==> src/rtl/kb_pkg.sv <==
// Shared definitions for the keypad matrix scanner.
//   scan_state_t : row state machine encoding
//   code_width() : width of a linear key code for a ROWS x COLS matrix
//   key_code_t   : key code type for the default 4x4 matrix
package kb_pkg;

   typedef enum logic [2:0] {
      ST_SCAN     = 3'd0,
      ST_DEBOUNCE = 3'd1,
      ST_HELD     = 3'd2,
      ST_MULTI    = 3'd3,
      ST_RELEASE  = 3'd4
   } scan_state_t;

   function automatic int code_width(input int rows, input int cols);
      return (rows * cols > 1) ? $clog2(rows * cols) : 1;
   endfunction

   typedef logic [3:0] key_code_t;

endpackage

==> src/rtl/kb_fifo.sv <==
// First-word fall-through FIFO for key codes.
//   clk, rst  : clock, synchronous active-high reset
//   push_i    : write data_i (dropped when full unless a pop happens in the same cycle)
//   pop_i     : consumer ready; a pop occurs only when the FIFO is non-empty
//   data_o    : head entry, reads 0 while empty
//   full_o, empty_o, count_o : occupancy status
module kb_fifo #(
   parameter int  DEPTH = 8,
   parameter int  WIDTH = 4,
   localparam int CNT_W = $clog2(DEPTH + 1),
   localparam int PTR_W = $clog2(DEPTH)
) (
   input  logic             clk,
   input  logic             rst,
   input  logic             push_i,
   input  logic [WIDTH-1:0] data_i,
   input  logic             pop_i,
   output logic [WIDTH-1:0] data_o,
   output logic             full_o,
   output logic             empty_o,
   output logic [CNT_W-1:0] count_o
);

   logic [WIDTH-1:0] mem_q [DEPTH];
   logic [PTR_W-1:0] wr_ptr_q, rd_ptr_q;
   logic [CNT_W-1:0] count_q;
   logic             wr_en, rd_en;

   assign empty_o = (count_q == '0);
   assign full_o  = (count_q == CNT_W'(DEPTH));
   assign rd_en   = pop_i & ~empty_o;
   // A full FIFO still accepts a write when the head leaves on the same edge.
   assign wr_en   = push_i & (~full_o | rd_en);

   always_ff @(posedge clk) begin
      if (rst) begin
         wr_ptr_q <= '0;
         rd_ptr_q <= '0;
         count_q  <= '0;
      end else begin
         if (wr_en) wr_ptr_q <= wr_ptr_q + 1'b1;
         if (rd_en) rd_ptr_q <= rd_ptr_q + 1'b1;
         count_q <= count_q + CNT_W'(wr_en) - CNT_W'(rd_en);
      end
   end

   always_ff @(posedge clk) begin
      if (wr_en) mem_q[wr_ptr_q] <= data_i;
   end

   assign data_o  = empty_o ? '0 : mem_q[rd_ptr_q];
   assign count_o = count_q;

endmodule

==> src/rtl/kb_matrix_scan.sv <==
// Matrix keypad scanner with debounce, linear key encoding, key-code FIFO
// and optional auto-repeat.
//   clk, rst   : clock, synchronous active-high reset
//   row_drive  : registered one-hot-low row strobe
//   col_sense  : raw active-low columns (asynchronous, pulled up)
//   key_code   : FIFO head, row*COLS+col
//   key_valid  : FIFO non-empty
//   key_ready  : consumer ready
//   key_held   : a single key is debounced-down
//   overflow   : sticky, a code was dropped on a full FIFO
//   fifo_count : entries queued
// Handshake: a code transfers on every rising edge where key_valid and
// key_ready are both 1; key_code/key_valid hold until that edge.
module kb_matrix_scan
   import kb_pkg::*;
#(
   parameter int  ROWS          = 4,
   parameter int  COLS          = 4,
   parameter int  SETTLE_CYC    = 4,
   parameter int  DB_CYC        = 65536,
   parameter int  REPEAT_EN     = 0,
   parameter int  REPEAT_DELAY  = 1 << 24,
   parameter int  REPEAT_PERIOD = 1 << 22,
   parameter int  FIFO_DEPTH    = 8,
   localparam int CODE_W        = code_width(ROWS, COLS),
   localparam int CNT_W         = $clog2(FIFO_DEPTH + 1)
) (
   input  logic              clk,
   input  logic              rst,
   output logic [ROWS-1:0]   row_drive,
   input  logic [COLS-1:0]   col_sense,
   output logic [CODE_W-1:0] key_code,
   output logic              key_valid,
   input  logic              key_ready,
   output logic              key_held,
   output logic              overflow,
   output logic [CNT_W-1:0]  fifo_count
);

   localparam int RW      = $clog2(ROWS);
   localparam int CW      = $clog2(COLS);
   localparam int SW      = $clog2(SETTLE_CYC + 2);
   localparam int DW      = $clog2(DB_CYC);
   localparam int REP_MAX = (REPEAT_DELAY > REPEAT_PERIOD) ? REPEAT_DELAY : REPEAT_PERIOD;
   localparam int REP_W   = $clog2(REP_MAX + 1);

   logic [COLS-1:0]   sync1_q, cs_q;
   scan_state_t       state_q, state_d;
   logic [RW-1:0]     r_q, r_d, r_next;
   logic [SW-1:0]     set_q, set_d;
   logic [DW-1:0]     db_q, db_d;
   logic [COLS-1:0]   pat_q, pat_d;
   logic [REP_W-1:0]  rep_q, rep_d;
   logic              rep_first_q, rep_first_d;
   logic [ROWS-1:0]   row_drive_q;
   logic              overflow_q;
   logic              push, rep_hit;
   logic [CODE_W-1:0] push_code;
   logic [COLS-1:0]   lows;
   logic              single_low;
   logic [CW-1:0]     low_col;
   logic              fifo_full, fifo_empty;

   assign r_next     = (r_q == RW'(ROWS - 1)) ? '0 : r_q + 1'b1;
   assign lows       = ~pat_q;
   // Clearing the lowest set bit leaves zero only when exactly one column is low.
   assign single_low = (lows != '0) && ((lows & (lows - 1'b1)) == '0);
   assign rep_hit    = rep_first_q ? (rep_q == REP_W'(REPEAT_DELAY - 1))
                                   : (rep_q == REP_W'(REPEAT_PERIOD - 1));

   always_comb begin
      low_col = '0;
      for (int c = 0; c < COLS; c++) begin
         if (!pat_q[c]) low_col = CW'(c);
      end
   end

   assign push_code = CODE_W'(int'(r_q) * COLS + int'(low_col));

   always_comb begin
      state_d     = state_q;
      r_d         = r_q;
      set_d       = set_q;
      db_d        = db_q;
      pat_d       = pat_q;
      rep_d       = rep_q;
      rep_first_d = rep_first_q;
      push        = 1'b0;
      case (state_q)
         ST_SCAN: begin
            // The extra two settle cycles cover the synchronizer delay.
            if (set_q == SW'(SETTLE_CYC + 1)) begin
               set_d = '0;
               if (&cs_q) begin
                  r_d = r_next;
               end else begin
                  pat_d   = cs_q;
                  db_d    = '0;
                  state_d = ST_DEBOUNCE;
               end
            end else begin
               set_d = set_q + 1'b1;
            end
         end
         ST_DEBOUNCE: begin
            if (cs_q != pat_q) begin
               state_d = ST_SCAN;
               set_d   = '0;
            end else if (db_q == DW'(DB_CYC - 1)) begin
               db_d = '0;
               if (single_low) begin
                  push        = 1'b1;
                  state_d     = ST_HELD;
                  rep_d       = '0;
                  rep_first_d = 1'b1;
               end else begin
                  state_d = ST_MULTI;
               end
            end else begin
               db_d = db_q + 1'b1;
            end
         end
         ST_HELD: begin
            if (cs_q != pat_q) begin
               state_d = ST_RELEASE;
               db_d    = '0;
               rep_d   = '0;
            end else if (REPEAT_EN != 0) begin
               if (rep_hit) begin
                  push        = 1'b1;
                  rep_d       = '0;
                  rep_first_d = 1'b0;
               end else begin
                  rep_d = rep_q + 1'b1;
               end
            end
         end
         ST_MULTI: begin
            if (cs_q != pat_q) begin
               state_d = ST_RELEASE;
               db_d    = '0;
            end
         end
         ST_RELEASE: begin
            if (!(&cs_q)) begin
               db_d = '0;
            end else if (db_q == DW'(DB_CYC - 1)) begin
               db_d    = '0;
               state_d = ST_SCAN;
               set_d   = '0;
               r_d     = r_next;
            end else begin
               db_d = db_q + 1'b1;
            end
         end
         default: state_d = ST_SCAN;
      endcase
   end

   always_ff @(posedge clk) begin
      if (rst) begin
         sync1_q     <= '1;
         cs_q        <= '1;
         state_q     <= ST_SCAN;
         r_q         <= '0;
         set_q       <= '0;
         db_q        <= '0;
         pat_q       <= '1;
         rep_q       <= '0;
         rep_first_q <= 1'b0;
         row_drive_q <= {{(ROWS-1){1'b1}}, 1'b0};
         overflow_q  <= 1'b0;
      end else begin
         sync1_q     <= col_sense;
         cs_q        <= sync1_q;
         state_q     <= state_d;
         r_q         <= r_d;
         set_q       <= set_d;
         db_q        <= db_d;
         pat_q       <= pat_d;
         rep_q       <= rep_d;
         rep_first_q <= rep_first_d;
         // Strobe follows the row index one cycle later.
         row_drive_q <= ~(ROWS'(1) << r_q);
         // A full FIFO has key_valid=1, so key_ready alone means a same-edge pop.
         overflow_q  <= overflow_q | (push & fifo_full & ~key_ready);
      end
   end

   kb_fifo #(
      .DEPTH (FIFO_DEPTH),
      .WIDTH (CODE_W)
   ) u_fifo (
      .clk     (clk),
      .rst     (rst),
      .push_i  (push),
      .data_i  (push_code),
      .pop_i   (key_ready),
      .data_o  (key_code),
      .full_o  (fifo_full),
      .empty_o (fifo_empty),
      .count_o (fifo_count)
   );

   assign row_drive = row_drive_q;
   assign key_valid = ~fifo_empty;
   assign key_held  = (state_q == ST_HELD);
   assign overflow  = overflow_q;

endmodule

==> config.mk <==
export PLATFORM = sky130hd
export DESIGN_NAME = kb_matrix_scan
export DESIGN_NICKNAME = d
export VERILOG_FILES = /design/src/rtl/kb_pkg.sv /design/src/rtl/kb_fifo.sv /design/src/rtl/kb_matrix_scan.sv
export SDC_FILE = /design/constraint.sdc
export NUM_CORES = 1
export LEC_CHECK = 0
export ABC_CLOCK_PERIOD_IN_PS = 2790
export CAP_MARGIN = 20
export CORE_UTILIZATION = 30
export DETAILED_ROUTE_END_ITERATION = 16
export SKIP_LAST_GASP = 1
export SLEW_MARGIN = 20
export SYNTH_ARGS = -nofsm -noshare
export SYNTH_HDL_FRONTEND = slang
export SYNTH_SLANG_ARGS = --single-unit
==> constraint.sdc <==
create_clock -name clk -period 2.79 [get_ports clk]
set_input_delay 0.837 -clock clk [delete_from_list [all_inputs] [get_ports clk]]
set_output_delay 0.837 -clock clk [all_outputs]
set_load 0.01 [all_outputs]
==> flow_summary.ini <==
[global_routing]
grt_antenna_before_repair = 0
grt_util_all_layers_pct = 12.5
global_route_wire_length_before_repair_mm = 13.1
grt_max_degree = 40
first_global_vias = 2744
grt_residual_overflow = 0

[finish]
area_of_all_sequential_standard_cells_sq_um = 2040
nets = 427
finish.cell_count_without_fillers = 583
multiInputGateArea_sq_um = 1760
antennaDiodeCount = 0
layout-drive-gt1-share_pct = 12.4
syn2layout_area_growth_pct = 19.3
fillCellCount = 1264

[critical_path]
r2r_end = u_fifo.count_o[2]
cp-start-kind = flop
critical_path_peak_fanout = 8
worst_ep_required_time_ns = 1.95
nature_of_the_critical_path_endpoint = output pin
reg2reg_depth = 10
path_class = flop to output pin
timing.rr.start = db_q[0]
r2r_setup_slack_ns = 0.23
cp.arrival_ns = 1.83

[logic_synthesis]
synth_cells = 381
synth_ff_type = sky130_fd_sc_hd__dfxtp_1
syn_area_per_cell_sq_um = 10.4
synth_enable_flop_cells = 32
syn_nets = 402
seq_area_frac_synth_pct = 51.4
synthesis.area_sq_um = 3970
synth_warnings = 0
postSynth.asyncResetShare_pct = 0
ys_types = 51
synth_seq_cells = 86

[timing]
finalMaxSlewViolations = 0
slew-limit-headroom_pct = 34.6
max_slew.worst_pin.slew_ns = 0.981
finClkSkew_ns = 0.0112
finalSetupViolCount = 0
timing.setup.tns_ns = 0
max_clock_freq_ghz = 0.375
final.min_clock_period_ns = 2.67
hold_viol_final = 0
grt_setup_unrepaired = false
finalCritPeriodShare_pct = 95.6

[placement]
weighted_congestion_reported_at_the_end_of_routability_driven_placement = 0.824
quantity_of_i_o_buffers_inserted_on_ports = 21
place.detailed.hpwl_mm = 5.47
numPlacedInstances = 567

[clocking]
cts.sinks = 86
cts_setup_buffers = 0
post_cts_hold_buffer_count = 0
cts.reportedPaths.clkPinSlew_ns = 0.06
insertion_delay_ns = 0.33
cts_tree = done
cts.path.max_buffers = 2
clock_tree.root_cell = sky130_fd_sc_hd__clkbuf_16
cts_resized = 4
numCtsBuffers = 9
cts-htree-levels = 3

[die]
die_area_sq_um = 13700
floorplan.io_pins = 22
die_height_um = 117
floorplan.initialDensity_pct = 31.1
dieWidth_um = 117
core_region_area_sq_um = 12800
fp-row-count = 41

[detailed_routing]
dr.first_iter.drc_count = 202
avgRoutedWirePerCell_um = 13.2
post_drt_via_cell_ratio = 5.00
vias = 2916
wirelength_routed_mm = 7.69
drc_errors = 0
number_of_iterations_in_the_first_detailed_routing_pass = 6
antenna_violating_nets_post_route = 0

[hold_path]
hold_path_end = cs_q[0]
min_delay_path_depth = 1
timing.hold.worst.class = flop to flop
worstHoldStart = sync1_q[0]

[power]
power_density_nw_per_um2 = 724
leakagePower_nw = 1.67
peakVddDrop_v = 0.000320

[job]
drv_cap = 0

[outcome]
status = finished, final reports clean
[power breakdown]
part	internal, W	switching, W	total, W
sequential	0.00135	0.0000600	0.00141
clock	0.000794	0.000502	0.00130
combinational	0.000374	0.000344	0.000719
[worst max-delay path, cell delays in order (launching register included)]
cell	delay, ns
sky130_fd_sc_hd__dfxtp_2	0.34
sky130_fd_sc_hd__buf_12	0.13
sky130_fd_sc_hd__mux4_2	0.52
sky130_fd_sc_hd__mux2i_1	0.16
sky130_fd_sc_hd__nor2_1	0.06
sky130_fd_sc_hd__dlygate4sd2_1	0.28
[final cells by class]
| type | count | area share [%] |
|---|---|---|
| Clock buffer | 9 | 4.76 |
| Clock inverter | 7 | 2.14 |
| Inverter | 18 | 1.43 |
| Multi-Input combinational cell | 256 | 37.2 |
| Sequential cell | 86 | 43.1 |
| Tap cell | 172 | 4.54 |
| Timing Repair Buffer | 35 | 6.76 |
[through the flow]
step | utilization, % | total power, W | cell area (sq um) | worst slack [ns] | hold WS [ns]
final | 37.1 | 0.00343 | 4740 | 0.123 | 0.411
after global routing | 37.1 | 0.00364 | 4740 | 0.00389 | 0.428
after CTS | 37.0 | 0.00349 | 4730 | 0.0586 | 0.414
after detailed placement | 34.5 | 0.00221 | 4410 | 0.0370 | 0.398
after global placement | 34.5 | 0.00217 | 4410 | 0.106 | 0.393
after floorplan | - | 0.00190 | 3970 | 0.219 | 0.389
[registers in the layout, summed over array words and instances (netlist names), named ones only]
signal and count:
u_fifo.mem_q 32, db_q 16, cs_q 4, pat_q 4
row_drive 4, sync1_q 4, u_fifo.count_o 4, set_q 3
state_q 3, u_fifo.rd_ptr_q 3, u_fifo.wr_ptr_q 3, r_q 2
overflow 1
[cell families (layout without fill, tap and decap cells)]
group	Yosys count	count (layout)	share of synthesized area, %
AO/OA/AOI/OAI	76	76	12.5
XOR/XNOR	9	9	2.17
adder cells (fa/ha/maj)	14	14	4.60
buffers and inverters	39	69	4.19
flip-flops	86	86	51.4
multiplexers	12	12	5.55
AND/OR/NAND/NOR	145	145	19.5
[metal layers]
layer,vias to the layer above,part of all wire (%),GRT usage [%]
met5,-,0,0
met4,0,0.92,4.05
met3,4,3.5,3.55
met2,62,47,20.0
met1,1396,48,16.3
li1,1454,-,-
[synth_stat cells (8+ instances only)]
library cell	instances	area (sq um)
sky130_fd_sc_hd__nor3_1	12	60.1
sky130_fd_sc_hd__nand2_1	18	67.6
sky130_fd_sc_hd__nand4_1	11	68.8
sky130_fd_sc_hd__inv_1	18	67.6
sky130_fd_sc_hd__nor2_1	36	135
sky130_fd_sc_hd__o21ai_0	9	45.0
sky130_fd_sc_hd__or2_2	8	50.1
sky130_fd_sc_hd__mux4_2	8	180
sky130_fd_sc_hd__edfxtp_1	32	961
sky130_fd_sc_hd__dfxtp_1	54	1080
sky130_fd_sc_hd__nand2b_1	10	62.6
sky130_fd_sc_hd__clkbuf_1	15	56.3
sky130_fd_sc_hd__ha_1	13	163
sky130_fd_sc_hd__a31oi_1	10	62.6
sky130_fd_sc_hd__nand3_1	10	50.1
sky130_fd_sc_hd__a21oi_1	27	135
[cell usage in the layout, fill, tap and decap left out, types with 9 or more instances in the layout]
| cell type | Yosys | routed |
|---|---|---|
| sky130_fd_sc_hd__dfxtp_1 | 54 | 53 |
| sky130_fd_sc_hd__nor2_1 | 36 | 36 |
| sky130_fd_sc_hd__edfxtp_1 | 32 | 32 |
| sky130_fd_sc_hd__a21oi_1 | 27 | 27 |
| sky130_fd_sc_hd__inv_1 | 18 | 18 |
| sky130_fd_sc_hd__nand2_1 | 18 | 18 |
| sky130_fd_sc_hd__clkdlybuf4s50_1 | 0 | 15 |
| sky130_fd_sc_hd__ha_1 | 13 | 13 |
| sky130_fd_sc_hd__buf_4 | 0 | 13 |
| sky130_fd_sc_hd__nor3_1 | 12 | 12 |
| sky130_fd_sc_hd__nand4_1 | 11 | 11 |
| sky130_fd_sc_hd__nand3_1 | 10 | 10 |
| sky130_fd_sc_hd__nand2b_1 | 10 | 10 |
| sky130_fd_sc_hd__a31oi_1 | 10 | 10 |
| sky130_fd_sc_hd__o21ai_0 | 9 | 9 |
| sky130_fd_sc_hd__clkbuf_16 | 0 | 9 |
[how the worst max path moves through the flow]
stage / slack (ns) / endpoint / from / cells after the start
global placement: 0.11 / u_fifo.count_o[2] / key_ready / 10
finish: 0.12 / key_code[0] / flop / 5
floorplan: 0.22 / u_fifo.count_o[2] / db_q[0] / 11
CTS: 0.06 / key_valid / u_fifo.count_o[2] / 5
detailed placement: 0.04 / u_fifo.count_o[3] / key_ready / 10
global route: 0.004 / u_fifo.count_o[2] / db_q[0] / 10
(Power assumes the default switching activity.)
